<file path="config.mk">
export PLATFORM = sky130hd
export DESIGN_NAME = bcd_clock_ctrl
export DESIGN_NICKNAME = d
export VERILOG_FILES = /design/src/rtl/bcd_clock_pkg.sv /design/src/rtl/bcd_clock_ctrl_prescaler.sv /design/src/rtl/bcd_clock_ctrl.sv
export SDC_FILE = /design/constraint.sdc
export NUM_CORES = 1
export LEC_CHECK = 0
export CORE_MARGIN = 2
export CORE_UTILIZATION = 56
export CTS_BUF_LIST = sky130_fd_sc_hd__clkbuf_16
export CTS_CLUSTER_SIZE = 28
export DETAILED_ROUTE_END_ITERATION = 8
export PLACE_DENSITY_LB_ADDON = 0.25
export SLEW_MARGIN = 20
export SYNTH_ARGS = -nofsm -noshare
export SYNTH_HDL_FRONTEND = slang
export SYNTH_HIERARCHICAL = 1
export SYNTH_SLANG_ARGS = --single-unit
export TNS_END_PERCENT = 5
</file>
<file path="constraint.sdc">
create_clock -name clk -period 2.5 [get_ports clk]
set_input_delay 0.375 -clock clk [delete_from_list [all_inputs] [get_ports clk]]
set_output_delay 0.375 -clock clk [all_outputs]
set_load 0.03 [all_outputs]
</file>
<file path="src/rtl/bcd_clock_pkg.sv">
// bcd_clock_pkg
//  Shared definitions for the 12-hour BCD clock: the mode encoding seen on
//  the controller's mode output, BCD digit widths used by the clock and
//  display blocks, and the default divider/burst sizes.
package bcd_clock_pkg;

  // Mode encoding; value 3 is never produced.
  typedef enum logic [1:0] {
    MODE_RUN     = 2'd0,
    MODE_SET_HR  = 2'd1,
    MODE_SET_MIN = 2'd2
  } mode_e;

  // One BCD digit; the hour tens digit only ever holds 0 or 1.
  localparam int BCD_DIGIT_W  = 4;
  localparam int HR_TENS_W    = 1;

  localparam int DEF_TICK_DIV  = 50_000_000;
  localparam int DEF_BLINK_DIV = 25_000_000;
  localparam int DEF_BURST_MIN = 60;
  localparam int DEF_BURST_HR  = 3600;

  // Larger of two integers, used to size the burst counter.
  function automatic int max_int(input int a, input int b);
    if (a > b) begin
      return a;
    end else begin
      return b;
    end
  endfunction

endpackage

</file>
<file path="src/rtl/bcd_clock_ctrl_prescaler.sv">
// clk_prescaler
//  Parametric free-running divider. Counts 0..DIV-1 while enabled and
//  wraps; o_tick is high for the one cycle in which the count sits at DIV-1
//  and the divider is enabled. i_clr has priority and returns the count to 0.
// Ports
//  i_clk    in  1  system clock, rising edge
//  i_reset  in  1  asynchronous active-high reset
//  i_en     in  1  advance the count this cycle
//  i_clr    in  1  synchronous clear to 0 (wins over i_en)
//  o_tick   out 1  terminal-count strobe
module clk_prescaler #(
  parameter int DIV = 2
) (
  input  logic i_clk,
  input  logic i_reset,
  input  logic i_en,
  input  logic i_clr,
  output logic o_tick
);

  localparam int W = $clog2(DIV);

  logic [W-1:0] r_cnt;
  logic         w_last;

  assign w_last = (r_cnt == W'(DIV - 1));
  assign o_tick = i_en & w_last;

  // Divider count register with clear priority and wrap at DIV-1.
  always_ff @(posedge i_clk or posedge i_reset) begin
    if (i_reset) begin
      r_cnt <= W'(0);
    end else if (i_clr) begin
      r_cnt <= W'(0);
    end else if (i_en) begin
      r_cnt <= w_last ? W'(0) : r_cnt + W'(1);
    end else begin
      r_cnt <= r_cnt;
    end
  end

endmodule

</file>
<file path="src/rtl/bcd_clock_ctrl.sv">
// bcd_clock_ctrl
//  Sequencer for the 12-hour BCD clock datapath. In RUN it issues one
//  clk_ena pulse every TICK_DIV cycles. In the set modes the time is advanced
//  by bursting back-to-back clk_ena pulses (BURST_HR per hour step,
//  BURST_MIN per minute step), so the datapath needs no load port. Also
//  drives the display blink strobe for the field being set.
// Ports
//  clk       in  1  system clock, rising edge
//  reset     in  1  asynchronous active-high reset, clears all state
//  btn_mode  in  1  single-cycle pulse: RUN -> SET_HR -> SET_MIN -> RUN
//  btn_inc   in  1  single-cycle pulse: step the field being set
//  clk_ena   out 1  registered enable to the clock datapath
//  mode      out 2  0=RUN, 1=SET_HR, 2=SET_MIN
//  busy      out 1  high while an enable burst is in progress
//  blink     out 1  display blank strobe for the selected field
module bcd_clock_ctrl
  import bcd_clock_pkg::*;
#(
  parameter int TICK_DIV  = DEF_TICK_DIV,
  parameter int BURST_MIN = DEF_BURST_MIN,
  parameter int BURST_HR  = DEF_BURST_HR,
  parameter int BLINK_DIV = DEF_BLINK_DIV
) (
  input  logic       clk,
  input  logic       reset,
  input  logic       btn_mode,
  input  logic       btn_inc,
  output logic       clk_ena,
  output logic [1:0] mode,
  output logic       busy,
  output logic       blink
);

  localparam int CNT_W = $clog2(max_int(BURST_HR, BURST_MIN) + 1);

  mode_e            r_mode;
  logic [CNT_W-1:0] r_cnt;
  logic             r_busy;
  logic             r_clk_ena;
  logic             r_blink;

  mode_e            w_mode_next;
  logic [CNT_W-1:0] w_cnt_next;
  logic             w_busy_next;
  logic             w_ena_next;
  logic             w_blink_next;
  logic             w_run_tick;
  logic             w_blink_tick;
  logic             w_in_run;

  assign w_in_run = (r_mode == MODE_RUN);

  // Run-mode one-second divider; held at 0 outside RUN so the first tick
  // after returning to RUN lands a full TICK_DIV cycles later.
  clk_prescaler #(
    .DIV (TICK_DIV)
  ) u_tick_div (
    .i_clk   (clk),
    .i_reset (reset),
    .i_en    (w_in_run),
    .i_clr   (!w_in_run),
    .o_tick  (w_run_tick)
  );

  // Blink divider; runs through both set modes (and during bursts) and is
  // cleared in RUN.
  clk_prescaler #(
    .DIV (BLINK_DIV)
  ) u_blink_div (
    .i_clk   (clk),
    .i_reset (reset),
    .i_en    (!w_in_run),
    .i_clr   (w_in_run),
    .o_tick  (w_blink_tick)
  );

  // Next-state logic: mode FSM, burst counter, enable and blink.
  always_comb begin
    w_mode_next  = r_mode;
    w_cnt_next   = r_cnt;
    w_busy_next  = r_busy;
    w_ena_next   = 1'b0;
    w_blink_next = r_blink;

    if (r_busy) begin
      // r_cnt counts pulses still owed including the one now on clk_ena;
      // the burst closes when the last one has been shown, so the counter
      // never decrements past zero. Buttons are ignored here.
      w_cnt_next  = r_cnt - CNT_W'(1);
      w_busy_next = (r_cnt != CNT_W'(1));
      w_ena_next  = w_busy_next;
    end else begin
      case (r_mode)
        MODE_RUN: begin
          if (btn_mode) begin
            w_mode_next = MODE_SET_HR;
          end else begin
            w_ena_next = w_run_tick;
          end
        end
        MODE_SET_HR: begin
          if (btn_mode) begin
            w_mode_next = MODE_SET_MIN;
          end else if (btn_inc) begin
            w_cnt_next  = CNT_W'(BURST_HR);
            w_busy_next = 1'b1;
            w_ena_next  = 1'b1;
          end else begin
            w_cnt_next = r_cnt;
          end
        end
        MODE_SET_MIN: begin
          if (btn_mode) begin
            w_mode_next = MODE_RUN;
          end else if (btn_inc) begin
            w_cnt_next  = CNT_W'(BURST_MIN);
            w_busy_next = 1'b1;
            w_ena_next  = 1'b1;
          end else begin
            w_cnt_next = r_cnt;
          end
        end
        default: begin
          w_mode_next = MODE_RUN;
        end
      endcase
    end

    // Field is shown solid while a burst runs; after it the blink resumes
    // from the solid state on the next divider tick.
    if (w_mode_next == MODE_RUN) begin
      w_blink_next = 1'b0;
    end else if (w_busy_next) begin
      w_blink_next = 1'b1;
    end else if (w_blink_tick) begin
      w_blink_next = ~r_blink;
    end else begin
      w_blink_next = r_blink;
    end
  end

  // State and output registers.
  always_ff @(posedge clk or posedge reset) begin
    if (reset) begin
      r_mode    <= MODE_RUN;
      r_cnt     <= CNT_W'(0);
      r_busy    <= 1'b0;
      r_clk_ena <= 1'b0;
      r_blink   <= 1'b0;
    end else begin
      r_mode    <= w_mode_next;
      r_cnt     <= w_cnt_next;
      r_busy    <= w_busy_next;
      r_clk_ena <= w_ena_next;
      r_blink   <= w_blink_next;
    end
  end

  assign clk_ena = r_clk_ena;
  assign mode    = r_mode;
  assign busy    = r_busy;
  assign blink   = r_blink;

endmodule

</file>
== Yosys cells after proc, flatten, opt, wreduce, memory -nomap -nowiden ==
Index checks and enable logic that the tools add are counted.
Word-level totals
  register bits after elaboration: 68
  bits of input ports: 4
  logic and storage cells: 54
Cells by class
  add/sub/neg operators: 3
  equality and inequality tests: 9
  multiplexer cells: 25
  bitwise logic cells: 3
  reductions and logical operators: 7
Operators by type and width (number)
  two-way mux 12 bit: 5
  two-way mux 26 bit: 2
  two-way mux 25 bit: 2
  adder 26 x 1 -> 26 bit, second input constant: 1
  == test 26 bit, second input constant: 1
  adder 25 x 1 -> 25 bit, second input constant: 1
  == test 25 bit, second input constant: 1
  one-hot mux 12 bit (2 select lines): 1
  != test 12 x 1 -> 1 bit, second input constant: 1
  != test 3 bit, second input constant: 4
  subtractor 12 x 1 -> 12 bit, second input constant: 1
  two-way mux 1 bit: 9
  two-way mux 2 bit: 4
  one-hot mux 2 bit (3 select lines): 1
  nonzero test 3 bit: 2
  AND reduction 5 bit: 1
  zero test 2 bit: 2
  bitwise AND 1 bit: 2
  == test 2 x 1 -> 1 bit, second input constant: 1
  == test 2 bit, second input constant: 1
  one-hot mux 1 bit (2 select lines): 1
  OR reduction 2 bit: 1
  zero test 1 bit: 1
  NOT 1 bit: 1

== Logic depth before layout (Yosys ltp) ==
  depth in word-level cells: 6
  depth in mapped cells: 9

== Cells and area by module ==
Netlist, hierarchy kept.
By module, submodules not included
  clk_prescaler (u_blink_div): instances 1, cells each 187, area each 1604.0 um^2
  clk_prescaler (u_tick_div): instances 1, cells each 151, area each 1433.9 um^2
  bcd_clock_ctrl: instances 1, cells each 114, area each 1051.0 um^2

== Least setup slack after synthesis ==
OpenSTA, ideal clock, no wires.
  path kind: flip-flop to flip-flop
  from: register r_mode[0], in the netlist mode[0]
  to: register u_blink_div.r_cnt[22]
  library setup time: 0.073 ns
  arrival: 2.634 ns
  required time: 2.427 ns
  setup slack: -0.207 ns
  cell stages (with the launch flop): 10
  buffers on the path: 2
  clock period less this slack: 2.707 ns
  path through: dfrtp_1 -> inv_1 -> ha_1 -> inv_1 -> buf_2 -> o21ai_1 -> or4_1 -> buf_2 -> or4_4 -> a21oi_2
On the way
  word-level cells in the longest chain between the ends: 2
RTL lines
  start, declared: line bcd_clock_ctrl.sv:36  | mode_e r_mode;
  start signal, assigned: line bcd_clock_ctrl.sv:151  | r_mode <= w_mode_next;
  zero test 2 bit: line bcd_clock_ctrl.sv:51  | assign w_in_run = (r_mode == MODE_RUN);
  via w_in_run: line bcd_clock_ctrl.sv:49  | logic w_in_run;
  two-way mux 25 bit: line bcd_clock_ctrl_prescaler.sv:33  | end else if (i_clr) begin
  end signal, assigned: line bcd_clock_ctrl_prescaler.sv:36  | r_cnt <= w_last ? W'(0) : r_cnt + W'(1);
  end signal, assigned: line bcd_clock_ctrl_prescaler.sv:38  | r_cnt <= r_cnt;
  end, declared: line bcd_clock_ctrl_prescaler.sv:23  | logic [W-1:0] r_cnt;
The timed path passes the listed nets, and every way through them passes these cells.
A chain may end at the register's enable or synchronous reset.

== Worst setup path in the final report ==
Ends and elaborated chain as after synthesis.

==> reports/qor.txt <==
Leak: 1.73 nW
Worst path max stage delay: 610 ps
DR pass1 iterations: 5
crit-path cells: inv_1, ha_2, inv_1, o21ai_1, or4_4, or4_4, a21oi_2
Primary FF master, synth: dfrtp_1
Peak VDD IR: 0.000354 V
row cnt: 31
top post-synthesis cells by area: dfrtp_1, a21oi_1, nand4_1
final hold violations: 0
Total GRT Usage: 24.7%
Power Dens Cells: 725 mW/mm^2
synthesis-stage register bit count: 68
CTS Buf Count: 9
worst-path maximum fanout: 9
R2R Path End: u_blink_div/r_cnt[22]
CTS tree: done
RSZ-0062 raised after global routing: no
initial antenna violation count: 0
CTS root buf: clkbuf_16
post-synthesis sequential area ratio: 41.6%
core box area: 0.00718 sq mm
area of the multi-input gates: 0.00219 sq mm
Fmax: 431 MHz
vias in the first global route: 3315
Worst Reg-to-Reg Cells: 7
register area: 0.00170 sq mm
fill count: 599
Die Y-Extent: 89.5 um
final wirelength: 9.01 mm
wire per inst: 15.9 um
Unique masters post-synth: 70
Initial Utilization: 57.0%
GRT Residual Overflow: 0
dpl cells: 551
status: complete, no violations
Worst-Skew Late Latency: 330 ps
hold_ws: 484 ps
CP Class: reg2reg
Max-Cap Viols: 0
final cell count without fillers: 566
ys async rst share: 100%
crit path time final: 2320 ps
Port Buffers: 8
Reg-to-Reg Start: mode[0]
Critical Path RT: 2750 ps
Final Cycle Share: 92.8%
largest net degree at the start of global routing: 27
Layout area overhead: 11.6%
# setup viols final: 0
CP arrival: 2570 ps
Mean Syn Cell Area: 9.05 sq um
antenna violation net count after detailed routing: 0
Slew Viols, Final: 0
HPWL Detailed: 6.31 mm
TNS Setup: 0 ps
Ports: 9
clock transition at the registers of the reported paths: 50 ps
Yosys warning total: 6
Hold WC Path Type: in2async
commonest non-fill, non-tap cell in the layout: dfrtp_1
Synth Cell Area: 0.00409 sq mm
area of the die: 0.00800 sq mm
CP Capture Type: flip-flop
Worst-Margin Slew: 673 ps
reg2reg setup slack: 180 ps
DR DRC count: 0
final net count: 475
Placer Congestion: 0.945
via count: 3514
layout cells sized above 1: 11.3%
crit start category: flip-flop
beginning of the critical path: mode[0]
EDFF count, synth: 0
most frequent cells in the layout: dfrtp_1, nor2_1, nand2_1
share of the synthesized area in the top cell type: 41.6%
n_diodes: 0
Synth area leader: dfrtp_1
CP max-delay cell: or4_4
clock skew: 6.79 ps
TritonCTS Sinks: 68
first-pass GRT wire length: 15.2 mm
DRT iter0 DRCs: 166
CTS H-tree lvls: 3
vias per inst: 6.21
Die Wd: 89.5 um
post-synthesis net count: 464
Mapped Cells: 452
Util after Layout: 63.6%
Rel. slew slack: 55.1%
clk buf depth: 2
-- state kept, by name, indices dropped and copies added, names as in the netlist --
| name | count |
|---|---|
| clk_ena | 1 |
| u_tick_div/r_cnt | 26 |
| u_blink_div/r_cnt | 25 |
| mode | 2 |
| blink | 1 |
| busy | 1 |
| r_cnt | 12 |
-- worst max-delay path, delay by kind of cell (launching register included) --
family | cells | cell delay [ps]
buf+inv | 2 | 220
simple gates | 2 | 1110
flops | 1 | 400
fa+ha+maj | 1 | 240
compound gates | 2 | 290
-- metal layers --
layer | vias up | global-route usage (%) | part of all wire [%]
met4 | 0 | 9.23 | 1.1
met5 | - | 0 | 0
met2 | 86 | 40.3 | 50
met1 | 1705 | 31.4 | 45
met3 | 11 | 6.65 | 4.7
li1 | 1712 | - | -
-- stage by stage --
step | cell area [sq um] | power (mW) | setup WS (ps)
floorplan | 4090 | 2.02 | 4.40
global placement | 4310 | 2.20 | 161
detailed placement | 4310 | 2.24 | 81.4
CTS | 4560 | 3.34 | 76.6
global route | 4560 | 3.52 | 76.0
finish | 4560 | 3.31 | 181
-- what timing repair did --
| item | in CTS | in global routing |
|---|---|---|
| gates resized for setup | 0 | 1 |
| endpoints found under the hold margin | 0 | 0 |
| hold buffers | 0 | 0 |
| endpoints found under the setup margin | 0 | 1 |
| buffers inserted | 0 | 0 |
-- how the worst max path moves through the flow --
stage / end / slack [ps]
6_report: u_blink_div/r_cnt[22] / 180
3_3_place_gp: u_blink_div/r_cnt[22] / 160
3_5_place_dp: u_blink_div/r_cnt[22] / 80
2_1_floorplan: u_blink_div/r_cnt[22] / 4
4_1_cts: u_blink_div/r_cnt[22] / 80
5_1_grt: u_blink_div/r_cnt[22] / 80
-- cell type report --
cell class	count	share of cell area (%)
clock buffer	9	4.94
clock inverter	6	0.576
inverter	25	2.06
multi-input combinational	337	48.0
sequential	68	37.3
tap	99	2.71
timing repair buffer	22	4.33
-- synthesized netlist by cell type, types with 2 or more instances --
master,n
a31o_2,2
o21ai_1,6
or4_4,2
nand2b_1,2
and2_1,3
buf_4,2
o21ai_0,18
dfrtp_1,68
o22ai_1,2
nand4_1,21
nand4_2,2
and4_1,2
o31ai_1,11
nor4_1,8
o311ai_1,3
nand3b_1,2
mux2i_1,5
ha_1,8
a22oi_1,2
and3_1,3
nand3_1,23
nor3_1,16
inv_1,24
nand4_4,2
o21a_1,5
o211ai_1,4
xnor2_1,11
buf_2,8
clkbuf_1,10
or3_1,14
a21oi_1,30
nand2_1,32
or3_2,3
o32ai_1,4
nor2_1,34
or4_1,12
o2111ai_1,2
and4_4,2
o21bai_1,2
or2_2,2
xor2_1,9
a31oi_1,3
-- kinds of logic (layout without fill, tap and decap cells) --
logic type	count (synthesis)	in the layout	share of synthesized area (%)
AOI/OAI and AO/OA	108	108	17.7
adders and majority gates	8	8	2.45
muxes	5	5	1.22
DFF	68	68	41.6
and+or+nand+nor	196	196	27.8
buffers and inverters	47	62	4.93
xor gates and xnor gates	20	20	4.28
-- power breakdown --
| group | internal, mW | leakage [nW] | total [mW] | switching (mW) |
|---|---|---|---|---|
| clock | 0.648 | 0.139 | 1.08 | 0.432 |
| combinational | 0.327 | 0.704 | 0.765 | 0.438 |
| sequential | 1.25 | 0.890 | 1.46 | 0.213 |
| total | 2.23 | 1.73 | 3.31 | 1.08 |
No activity file was read; power rests on OpenSTA's default activity.
